File: src/rtl/cdb_arbiter_if.sv
// Bundles the functional-unit request side and the two-slot CDB broadcast side
// of the result-bus arbiter into one port.
interface cdb_arbiter_if #(
    parameter int N      = 4,
    parameter int ROB_W  = 6,
    parameter int DATA_W = 32
);
    logic [N-1:0]        req;
    logic [N*ROB_W-1:0]  reqRob;
    logic [N*DATA_W-1:0] reqData;
    logic                flush;
    logic [N-1:0]        grant;
    logic                CDBiscast;
    logic [ROB_W-1:0]    CDBrobNum;
    logic [DATA_W-1:0]   CDBdata;
    logic                CDBiscast2;
    logic [ROB_W-1:0]    CDBrobNum2;
    logic [DATA_W-1:0]   CDBdata2;
    logic                badReq;

    modport slave (
        input  req, reqRob, reqData, flush,
        output grant, CDBiscast, CDBrobNum, CDBdata,
               CDBiscast2, CDBrobNum2, CDBdata2, badReq
    );

    modport master (
        output req, reqRob, reqData, flush,
        input  grant, CDBiscast, CDBrobNum, CDBdata,
               CDBiscast2, CDBrobNum2, CDBdata2, badReq
    );
endinterface

File: src/rtl/cdb_arbiter.sv
// Two-slot common-data-bus arbiter: round-robin selection of up to two finished
// results per cycle with distinct ROB tags, broadcast one cycle after grant.
module cdb_arbiter #(
    parameter logic [5:0] INVALID_ROB = 6'b111111
) (
    input  logic          clock,
    input  logic          reset,
    cdb_arbiter_if.slave  bus
);
    localparam int N      = 4;
    localparam int ROB_W  = 6;
    localparam int DATA_W = 32;

    logic [ROB_W-1:0]  tag   [N];
    logic [DATA_W-1:0] dat   [N];
    logic [N-1:0]      elig;
    logic [N-1:0]      bad_vec;

    logic              s1_found, s2_found;
    logic [1:0]        s1_idx, s2_idx;
    logic [1:0]        idx;
    logic [N-1:0]      grant;

    logic [1:0]        ptr_q, ptr_d;
    logic              iscast_q, iscast_d;
    logic [ROB_W-1:0]  rob_q, rob_d;
    logic [DATA_W-1:0] data_q, data_d;
    logic              iscast2_q, iscast2_d;
    logic [ROB_W-1:0]  rob2_q, rob2_d;
    logic [DATA_W-1:0] data2_q, data2_d;
    logic              badreq_q, badreq_d;

    always_comb begin
        for (int i = 0; i < N; i++) begin
            tag[i]     = bus.reqRob[i*ROB_W +: ROB_W];
            dat[i]     = bus.reqData[i*DATA_W +: DATA_W];
            bad_vec[i] = bus.req[i] && (tag[i] == INVALID_ROB);
            elig[i]    = bus.req[i] && (tag[i] != INVALID_ROB) && !bus.flush && !reset;
        end
    end

    // Walk the units starting at ptr; slot 2 must not repeat the slot-1 tag.
    always_comb begin
        s1_found = 1'b0;
        s1_idx   = 2'd0;
        s2_found = 1'b0;
        s2_idx   = 2'd0;
        idx      = 2'd0;
        for (int k = 0; k < N; k++) begin
            idx = ptr_q + 2'(k);
            if (elig[idx]) begin
                if (!s1_found) begin
                    s1_found = 1'b1;
                    s1_idx   = idx;
                end else if (!s2_found && (tag[idx] != tag[s1_idx])) begin
                    s2_found = 1'b1;
                    s2_idx   = idx;
                end
            end
        end
    end

    always_comb begin
        grant = '0;
        if (s1_found) grant[s1_idx] = 1'b1;
        if (s2_found) grant[s2_idx] = 1'b1;

        ptr_d = ptr_q;
        if (s2_found)      ptr_d = s2_idx + 2'd1;
        else if (s1_found) ptr_d = s1_idx + 2'd1;

        iscast_d  = s1_found;
        rob_d     = s1_found ? tag[s1_idx] : INVALID_ROB;
        data_d    = s1_found ? dat[s1_idx] : '0;
        iscast2_d = s2_found;
        rob2_d    = s2_found ? tag[s2_idx] : INVALID_ROB;
        data2_d   = s2_found ? dat[s2_idx] : '0;

        badreq_d  = badreq_q | (|bad_vec);
    end

    always_ff @(posedge clock) begin
        if (reset) begin
            ptr_q     <= 2'd0;
            iscast_q  <= 1'b0;
            rob_q     <= INVALID_ROB;
            data_q    <= '0;
            iscast2_q <= 1'b0;
            rob2_q    <= INVALID_ROB;
            data2_q   <= '0;
            badreq_q  <= 1'b0;
        end else begin
            ptr_q     <= ptr_d;
            iscast_q  <= iscast_d;
            rob_q     <= rob_d;
            data_q    <= data_d;
            iscast2_q <= iscast2_d;
            rob2_q    <= rob2_d;
            data2_q   <= data2_d;
            badreq_q  <= badreq_d;
        end
    end

    assign bus.grant      = grant;
    assign bus.CDBiscast  = iscast_q;
    assign bus.CDBrobNum  = rob_q;
    assign bus.CDBdata    = data_q;
    assign bus.CDBiscast2 = iscast2_q;
    assign bus.CDBrobNum2 = rob2_q;
    assign bus.CDBdata2   = data2_q;
    assign bus.badReq     = badreq_q;
endmodule

File: src/flat_wrapper.sv
// flat-port wrapper written by rule: the top's interface ports become plain ports
module cdb_arbiter_flat 
#(
    parameter logic [5:0] INVALID_ROB = 6'b111111
)
  (clock, reset, bus_req, bus_reqRob, bus_reqData, bus_flush, bus_grant, bus_CDBiscast, bus_CDBrobNum, bus_CDBdata, bus_CDBiscast2, bus_CDBrobNum2, bus_CDBdata2, bus_badReq);
  cdb_arbiter_if bus_i ();
  input  logic clock;
  input  logic reset;
  input wire logic [$bits(bus_i.req)-1:0] bus_req;
  input wire logic [$bits(bus_i.reqRob)-1:0] bus_reqRob;
  input wire logic [$bits(bus_i.reqData)-1:0] bus_reqData;
  input wire logic [$bits(bus_i.flush)-1:0] bus_flush;
  output wire logic [$bits(bus_i.grant)-1:0] bus_grant;
  output wire logic [$bits(bus_i.CDBiscast)-1:0] bus_CDBiscast;
  output wire logic [$bits(bus_i.CDBrobNum)-1:0] bus_CDBrobNum;
  output wire logic [$bits(bus_i.CDBdata)-1:0] bus_CDBdata;
  output wire logic [$bits(bus_i.CDBiscast2)-1:0] bus_CDBiscast2;
  output wire logic [$bits(bus_i.CDBrobNum2)-1:0] bus_CDBrobNum2;
  output wire logic [$bits(bus_i.CDBdata2)-1:0] bus_CDBdata2;
  output wire logic [$bits(bus_i.badReq)-1:0] bus_badReq;
  assign bus_i.req = bus_req;
  assign bus_i.reqRob = bus_reqRob;
  assign bus_i.reqData = bus_reqData;
  assign bus_i.flush = bus_flush;
  assign bus_grant = bus_i.grant;
  assign bus_CDBiscast = bus_i.CDBiscast;
  assign bus_CDBrobNum = bus_i.CDBrobNum;
  assign bus_CDBdata = bus_i.CDBdata;
  assign bus_CDBiscast2 = bus_i.CDBiscast2;
  assign bus_CDBrobNum2 = bus_i.CDBrobNum2;
  assign bus_CDBdata2 = bus_i.CDBdata2;
  assign bus_badReq = bus_i.badReq;
  cdb_arbiter #(.INVALID_ROB(INVALID_ROB)) u_core (.clock(clock), .reset(reset), .bus(bus_i));
endmodule
File: config.mk
export PLATFORM = sky130hd
export DESIGN_NAME = cdb_arbiter_flat
export DESIGN_NICKNAME = d
export VERILOG_FILES = /design/src/rtl/cdb_arbiter_if.sv /design/src/rtl/cdb_arbiter.sv /design/src/flat_wrapper.sv
export SDC_FILE = /design/constraint.sdc
export NUM_CORES = 1
export LEC_CHECK = 0
export ABC_AREA = 1
export CAP_MARGIN = 20
export CORE_MARGIN = 2
export CORE_UTILIZATION = 40
export CTS_BUF_LIST = sky130_fd_sc_hd__clkbuf_2
export CTS_CLUSTER_SIZE = 16
export DETAILED_ROUTE_END_ITERATION = 10
export PLACE_DENSITY = 0.84
export SETUP_SLACK_MARGIN = 0.1
export SLEW_MARGIN = 40
export SYNTH_ARGS = -nofsm -noshare
export SYNTH_HDL_FRONTEND = slang
export SYNTH_SLANG_ARGS = --single-unit
File: constraint.sdc
create_clock -name clock -period 6 [get_ports clock]
set_clock_uncertainty 0.2 [all_clocks]
set_input_delay 0.9 -clock clock [delete_from_list [all_inputs] [get_ports clock]]
set_output_delay 0.9 -clock clock [all_outputs]
set_load 0.02 [all_outputs]
==> results of run 1 <==
-- critical path: stages --
cell and delay (ns):
sky130_fd_sc_hd__clkdlybuf4s50_1 0.48, sky130_fd_sc_hd__nand2_1 0.06, sky130_fd_sc_hd__nor2_1 0.11, sky130_fd_sc_hd__nand2_1 0.15, sky130_fd_sc_hd__nand3_1 0.12, sky130_fd_sc_hd__nand3_1 0.08
sky130_fd_sc_hd__nand2_1 0.10, sky130_fd_sc_hd__inv_1 0.08, sky130_fd_sc_hd__ha_1 0.29, sky130_fd_sc_hd__nand3_1 0.11, sky130_fd_sc_hd__nand2_2 0.23, sky130_fd_sc_hd__nand2_1 0.13
sky130_fd_sc_hd__nand2_4 0.18, sky130_fd_sc_hd__nand2_1 0.09, sky130_fd_sc_hd__nand3_1 0.11, sky130_fd_sc_hd__nand2_1 0.07, sky130_fd_sc_hd__nand2_1 0.06, sky130_fd_sc_hd__nand2_1 0.07
sky130_fd_sc_hd__nor2_1 0.09, sky130_fd_sc_hd__nand3_1 0.14, sky130_fd_sc_hd__nand3_2 0.13, sky130_fd_sc_hd__nand2_2 0.07, sky130_fd_sc_hd__nand2_1 0.07, sky130_fd_sc_hd__nand2_2 0.08
sky130_fd_sc_hd__o22ai_1 0.10, sky130_fd_sc_hd__dlygate4sd2_1 0.38
-- through the flow --
stage | instance area (um2) | cells | util (%) | power [mW]
detailed placement | 9176 | 1526 | 57.56 | 5.288
floorplan | 6531 | 1093 | - | 3.948
CTS | 9311 | 1542 | 58.41 | 5.618
global route | 9319 | 1542 | 58.45 | 6.127
global placement | 9176 | 1526 | 57.56 | 5.223
finish | 9319 | 1542 | 58.45 | 5.710
-- cells by family after synthesis --
group,count (synthesis),share of synthesized area [%]
buf+inv,264,17.13
flops,81,24.83
simple gates,516,35.50
xor+xnor,6,0.8046
fa+ha+maj,1,0.1915
compound gates,225,21.55
-- per-layer routing --
| metal | wire [um] | GRT usage, % | up-vias | part of all wire, % |
|---|---|---|---|---|
| li1 | - | - | 3998 | - |
| met1 | 10580 | 36.62 | 3774 | 39 |
| met5 | 0 | 0 | - | 0 |
| met3 | 2588 | 7.689 | 103 | 9.6 |
| met2 | 12300 | 48.55 | 507 | 46 |
| met4 | 1406 | 15.70 | 0 | 5.2 |
-- where the power goes --
group / total, mW / switching [mW] / internal [mW]
sequential: 0.852 / 0.0727 / 0.779
combinational: 4.50 / 2.94 / 1.57
clock: 0.356 / 0.215 / 0.142
-- worst paths after layout --
| path | from | cells after the start | to | slack [ns] |
|---|---|---|---|---|
| hold / removal | u_core.bus.badReq$_SDFF_PP0_ | 2 | u_core.bus.badReq$_SDFF_PP0_ | 0.33 |
| hold reg to reg | u_core.bus.badReq$_SDFF_PP0_ | 2 | u_core.bus.badReq$_SDFF_PP0_ | 0.33 |
| setup reg to reg | u_core.ptr_q[0]$_SDFFE_PP0P_ | 27 | u_core.bus.CDBrobNum2[4]$_SDFF_PP1_ | 1.55 |
| setup / recovery | bus_reqRob[17] | 26 | bus_grant[1] | 0.40 |
-- what timing repair did --
item                                    4_1_cts  5_1_grt
endpoints found under the setup margin        4        4
setup buffers                                 0        0
cloned                                        0        0
pin swaps                                     0        1
resized for setup                             4       14
-- registers in the layout, summed over array words and instances, names as in the netlist --
signal,count
u_core.bus.CDBiscast,1
u_core.bus.CDBdata,32
u_core.bus.CDBiscast2,1
u_core.bus.CDBrobNum2,6
u_core.bus.CDBrobNum,6
u_core.bus.CDBdata2,32
u_core.ptr_q,2
u_core.bus.badReq,1
-- cell usage after synthesis --
library cell and n:
sky130_fd_sc_hd__nand2_2 13, sky130_fd_sc_hd__nor2_1 36, sky130_fd_sc_hd__a22oi_1 64, sky130_fd_sc_hd__nand3_2 3, sky130_fd_sc_hd__o21ai_4 1, sky130_fd_sc_hd__o22ai_1 9, sky130_fd_sc_hd__o21ai_0 43, sky130_fd_sc_hd__nor3_1 1
sky130_fd_sc_hd__nand4_1 4, sky130_fd_sc_hd__nand2_1 306, sky130_fd_sc_hd__nand2_4 3, sky130_fd_sc_hd__o21a_1 6, sky130_fd_sc_hd__nand3b_1 3, sky130_fd_sc_hd__inv_2 6, sky130_fd_sc_hd__o211ai_1 17, sky130_fd_sc_hd__inv_4 2
sky130_fd_sc_hd__nand2_8 3, sky130_fd_sc_hd__xnor2_1 2, sky130_fd_sc_hd__nand3_4 4, sky130_fd_sc_hd__nand3_1 139, sky130_fd_sc_hd__buf_2 23, sky130_fd_sc_hd__buf_4 5, sky130_fd_sc_hd__o21ai_1 2, sky130_fd_sc_hd__ha_1 1
sky130_fd_sc_hd__buf_6 10, sky130_fd_sc_hd__a221oi_1 6, sky130_fd_sc_hd__o221ai_1 5, sky130_fd_sc_hd__xor2_1 4, sky130_fd_sc_hd__dfxtp_1 81, sky130_fd_sc_hd__inv_1 194, sky130_fd_sc_hd__a21oi_1 72, sky130_fd_sc_hd__or3_4 1
sky130_fd_sc_hd__clkbuf_1 24
-- placed cells by master (no fill, tap or decap), types with 6 or more instances in the layout --
cell type / n
sky130_fd_sc_hd__nand2_2: 12
sky130_fd_sc_hd__nand2_1: 305
sky130_fd_sc_hd__buf_4: 37
sky130_fd_sc_hd__o211ai_1: 17
sky130_fd_sc_hd__nand3_1: 139
sky130_fd_sc_hd__inv_2: 6
sky130_fd_sc_hd__a21oi_1: 72
sky130_fd_sc_hd__a22oi_1: 64
sky130_fd_sc_hd__inv_1: 194
sky130_fd_sc_hd__o21ai_0: 43
sky130_fd_sc_hd__o21a_1: 6
sky130_fd_sc_hd__dfxtp_1: 81
sky130_fd_sc_hd__a221oi_1: 6
sky130_fd_sc_hd__nor2_1: 32
sky130_fd_sc_hd__clkbuf_2: 12
sky130_fd_sc_hd__o22ai_1: 9
sky130_fd_sc_hd__clkdlybuf4s50_1: 237
-- layout make-up --
class / instances / area (um2) / area share (%)
Clock buffer: 10 / 50.05 / 0.5371
Clock inverter: 6 / 90.09 / 0.9667
Inverter: 202 / 763.2 / 8.190
Multi-Input combinational cell: 748 / 3824 / 41.03
Sequential cell: 81 / 1622 / 17.40
Tap cell: 216 / 270.3 / 2.900
Timing Repair Buffer: 279 / 2700 / 28.97
==> impl_metrics.toml, run 1 <==
[global_route]
gr-total-overflow = 0
initial_antenna_violation_count = 0
grt_pass1_wl_um = 41650
groute.usage.overall_pct = 29.94
maximum_number_of_pins_on_one_net_before_global_route_repair = 89
grt_pass1_vias = 7715

[sta]
finalSetupViolations = 0
timing.max_slew.rel_slack_pct = 42.43
maxClockFrequency_ghz = 0.1786
total_negative_setup_slacks_ns = 0
tightest_slew_ns = 0.8622
final.min_clock_period_ns = 5.598
timing_hold_violations_final = 0
timing_max_transition_violations_final = 0
worst_case_hold_slack_ns = 0.3251
final.setup.worst_slack_ns = 0.4018
rsz0062_at_grt = "true"
final_min_period_over_clock_period_pct = 93.30

[synth]
syn_area_mm2 = 0.006531
syn-instance-count = 1093
yosys_register_bits = 81
netlist-cell-type-count = 33
synth.yosys.seq_area_share_pct = 24.83
yosysTopAreaCellShare_pct = 24.83
yosys_warnings = 0
synth_top_cell_by_area = "sky130_fd_sc_hd__dfxtp_1"
syn_nets = 1253
postSynthAreaPerCell_um2 = 5.976
post_synth_main_area_contributors = "sky130_fd_sc_hd__dfxtp_1 (25%), sky130_fd_sc_hd__nand2_1 (18%), sky130_fd_sc_hd__inv_1 (11%)"

[finish]
insertedDiodeCount = 0
fillers = 1520
post_route_cells_drive_above_1_share_pct = 7.391
finish.net_count = 1481
layout-area-overhead-vs-synth_pct = 42.68

[clock_tree]
tritoncts_num_sinks = 81
tritoncts = "built"
postCtsHoldBufs = 0
clock_input_transition_at_the_sequential_cells_of_the_worst_setup_and_hold_paths_ns = 0.20
h-tree-depth = 3
num_cts_buffers = 9
cts-root-buf = "sky130_fd_sc_hd__clkbuf_2"
worst_skew_pair.late_latency_ns = 0.56
cts_buffer_depth = 2

[floorplan]
design.die.area_mm2 = 0.01737
die_x_um = 131.8
num_io_pins = 242
floorplan_core_area_mm2 = 0.01594
rows = 46
start_util_pct = 40.97
chipHeight_um = 131.8

[place]
detailed_place_hpwl_um = 19800
dpl_worst_slack_ns = 0.001818
gpl.final_weighted_congestion = 1.003
port_buffers = 241

[detailed_routing]
first_pass_drt_iterations = 6
drtAntennaViolNets = 0
remaining_drc_errors = 0
detailedRoute.firstIterationViolations = 974
postRouteWirelength_um = 26880
vias = 8382
detail_route.wl_per_cell_um = 17.43
viasPerCell = 5.436

[power_and_ir_drop]
maximum_vdd_ir_drop_mv = 0.4978
power.static_leakage_nw = 4.454
power.density_mw_per_mm2 = 612.7

[setup_path]
endpoint_kind = "output port"
critPathMaxFanout = 13
timing.critical_path.from_type = "primary input"
timing_worst_setup_path_type = "in2out"
timing.critical_path.required_ns = 4.90
critPathArrivalTime_ns = 4.50

[min_path]
worst_hold_path_type = "reg2reg"

[run_status]
run_status = "finished, final reports clean"

[flow_run]
maximum_capacitance_violations = 0
Power figures use the tool's default switching activity.
==> inputs of run 2 (changes only) <==
--- a/config.mk
+++ b/config.mk
@@ -7,9 +7,9 @@
 export LEC_CHECK = 0
 export ABC_AREA = 1
 export CAP_MARGIN = 20
-export CORE_MARGIN = 2
 export CORE_UTILIZATION = 40
 export CTS_BUF_LIST = sky130_fd_sc_hd__clkbuf_2
+export CTS_CLUSTER_DIAMETER = 80
 export CTS_CLUSTER_SIZE = 16
 export DETAILED_ROUTE_END_ITERATION = 10
 export PLACE_DENSITY = 0.84
==> run 2 against run 1 <==
Register-to-register slack better by 0.10 ns. Critical path depth is 2 higher. Global-route usage is 0.22 points higher. Via count is 0.57% lower. Maximum frequency is 0.43% lower. Non-clock buffer count is 17 higher. Largest cell class unchanged. Flip-flop and latch count stayed put. Clock-buffer cell count is 1 lower. Critical path type unchanged. Largest power group unchanged. Highest routed layer unchanged.
==> impl_metrics.toml, run 2 (same netlist as run 1, synthesis figures left out) <==
[place]
detailed_place_hpwl_um = 19370
port_buffers = 241
gpl.final_weighted_congestion = 0.9573
dpl_worst_slack_ns = 0.04105
placed_cells = 1542

[sta]
final.min_clock_period_ns = 5.622
rsz0062_at_grt = "false"
worst_case_hold_slack_ns = 0.3324
timing_max_transition_violations_final = 0
total_negative_setup_slacks_ns = 0
final_min_period_over_clock_period_pct = 93.70
timing_hold_violations_final = 0
finalSetupViolations = 0
maxClockFrequency_ghz = 0.1779
final.setup.worst_slack_ns = 0.3778
timing.max_slew.rel_slack_pct = 45.13
tightest_slew_ns = 0.8218

[setup_path]
timing.critical_path.required_ns = 4.90
slowest_cell_on_crit_path = "sky130_fd_sc_hd__clkdlybuf4s50_1"
critPathMostFrequentCell = "sky130_fd_sc_hd__nand2_1"
r2r-end = "u_core.ptr_q[1]$_SDFFE_PP0P_"
rr_startpoint = "u_core.ptr_q[0]$_SDFFE_PP0P_"
critPathCapture = "bus_grant[1]"
timing.critical_path.from_type = "primary input"
ff2ff_setup_slack_ns = 1.65
critPathArrivalTime_ns = 4.52
critical_path.startpoint = "reset"
timing_worst_setup_path_type = "in2out"
critPathMaxFanout = 15
ff2ff_path_depth = 28
endpoint_kind = "output port"
cpPeakStageDelay_ns = 0.44

[global_route]
gr-usage-met2_pct = 47.59
maximum_number_of_pins_on_one_net_before_global_route_repair = 89
globalRouteMet1Util_pct = 39.11
grt.busiest_layer = "met2"
gr-total-overflow = 0
groute.usage.overall_pct = 30.16
met3_usage_pct = 5.986
grt_pass1_vias = 7537
grt_pass1_wl_um = 39650
initial_antenna_violation_count = 1

[power_and_ir_drop]
power.static_leakage_nw = 4.549
maximum_vdd_ir_drop_mv = 0.6506
power.density_mw_per_mm2 = 609.7

[finish]
post_route_cells_drive_above_1_share_pct = 8.495
stdcell_count = 1559
finish.net_count = 1498
mostFrequentLayoutCell = "sky130_fd_sc_hd__nand2_1"
layout.cells.most_common_list = "sky130_fd_sc_hd__nand2_1 (305), sky130_fd_sc_hd__clkdlybuf4s50_1 (237), sky130_fd_sc_hd__inv_1 (194), sky130_fd_sc_hd__nand3_1 (139), sky130_fd_sc_hd__dfxtp_1 (81)"
fillers = 1494
layout-area-overhead-vs-synth_pct = 44.92

[clock_tree]
clock_input_transition_at_the_sequential_cells_of_the_worst_setup_and_hold_paths_ns = 0.24
postCtsHoldBufs = 0
worst_skew_pair.late_latency_ns = 0.58
h-tree-depth = 3
cts_buffer_depth = 2
tritoncts = "built"
num_cts_buffers = 9
cts-root-buf = "sky130_fd_sc_hd__clkbuf_2"
tritoncts_num_sinks = 81

[floorplan]
design.die.area_mm2 = 0.01684
rows = 46
floorplan_core_area_mm2 = 0.01589
die_x_um = 129.8
start_util_pct = 41.12
chipHeight_um = 129.8
num_io_pins = 242

[detailed_routing]
viasPerCell = 5.346
first_pass_drt_iterations = 5
drtAntennaViolNets = 0
remaining_drc_errors = 0
vias = 8334
detail_route.wl_per_cell_um = 16.68
postRouteWirelength_um = 26000
detailedRoute.firstIterationViolations = 798

[min_path]
min_from = "u_core.bus.badReq$_SDFF_PP0_"
worst_hold_path_type = "reg2reg"
hold-path-cell-count = 2

[flow_run]
maximum_capacitance_violations = 0

[run_status]
run_status = "finished, final reports clean"
## run 2: cell count changes in the layout (fill, tap and decap cells not counted), sizes merged
cell	before	now
clkinv	1	2
clkinvlp	1	0
buf	39	55
diode	0	1
dlygate4sd2	1	0
dlymetal6s2s	0	1
## run 2: cell type report
type                       count  area (um2)  share of cell area (%)
sequential                    81        1622                   17.13
clock inverter                 6       90.09                  0.9518
multi-input combinational    748        3831                   40.48
tap                          216       270.3                   2.855
inverter                     202       763.2                   8.063
timing repair buffer         296        2841                   30.02
clock buffer                   9       45.04                  0.4759
antenna                        1       2.502                 0.02644
## run 2: worst min path at each step
stage                                         endpoint
after CTS                 u_core.bus.badReq$_SDFF_PP0_
final                     u_core.bus.badReq$_SDFF_PP0_
after global placement    u_core.bus.badReq$_SDFF_PP0_
after detailed placement  u_core.bus.badReq$_SDFF_PP0_
after global routing      u_core.bus.badReq$_SDFF_PP0_
after floorplan           u_core.bus.badReq$_SDFF_PP0_
## run 2: per-stage QoR
step                      utilization, %  instance area, um2  power [mW]
after floorplan                        -                6531       3.948
after CTS                          59.43                9440       5.689
final                              59.59                9465       5.771
after global placement             58.60                9309       5.294
after global routing               59.59                9465       6.234
after detailed placement           58.60                9309       5.349
## run 2: power by group
group / internal (mW) / switching (mW)
Combinational: 1.66 / 2.90
Clock: 0.138 / 0.221
Sequential: 0.779 / 0.0731
Total: 2.57 / 3.20
## run 2: timing repair
action                                  in CTS  in global routing
pin swaps                                    0                  1
endpoints found under the hold margin        0                  0
buffers inserted                             0                  1
resized for setup                            3                 13
endpoints found under the setup margin       3                  4
## run 2: metal layers
metal | vias up | routed length (um) | share of wire (%)
li1 | 4031 | - | -
met1 | 3759 | 10660 | 41
met2 | 458 | 11680 | 45
met3 | 86 | 2542 | 9.8
met4 | 0 | 1123 | 4.3
met5 | - | 0 | 0
## run 2: critical path, delay by kind of cell
kind / cells / cell delay [ns]
compound gates: 1 / 0.17
fa+ha+maj: 1 / 0.24
buf+inv: 6 / 1.05
simple gates: 20 / 2.14
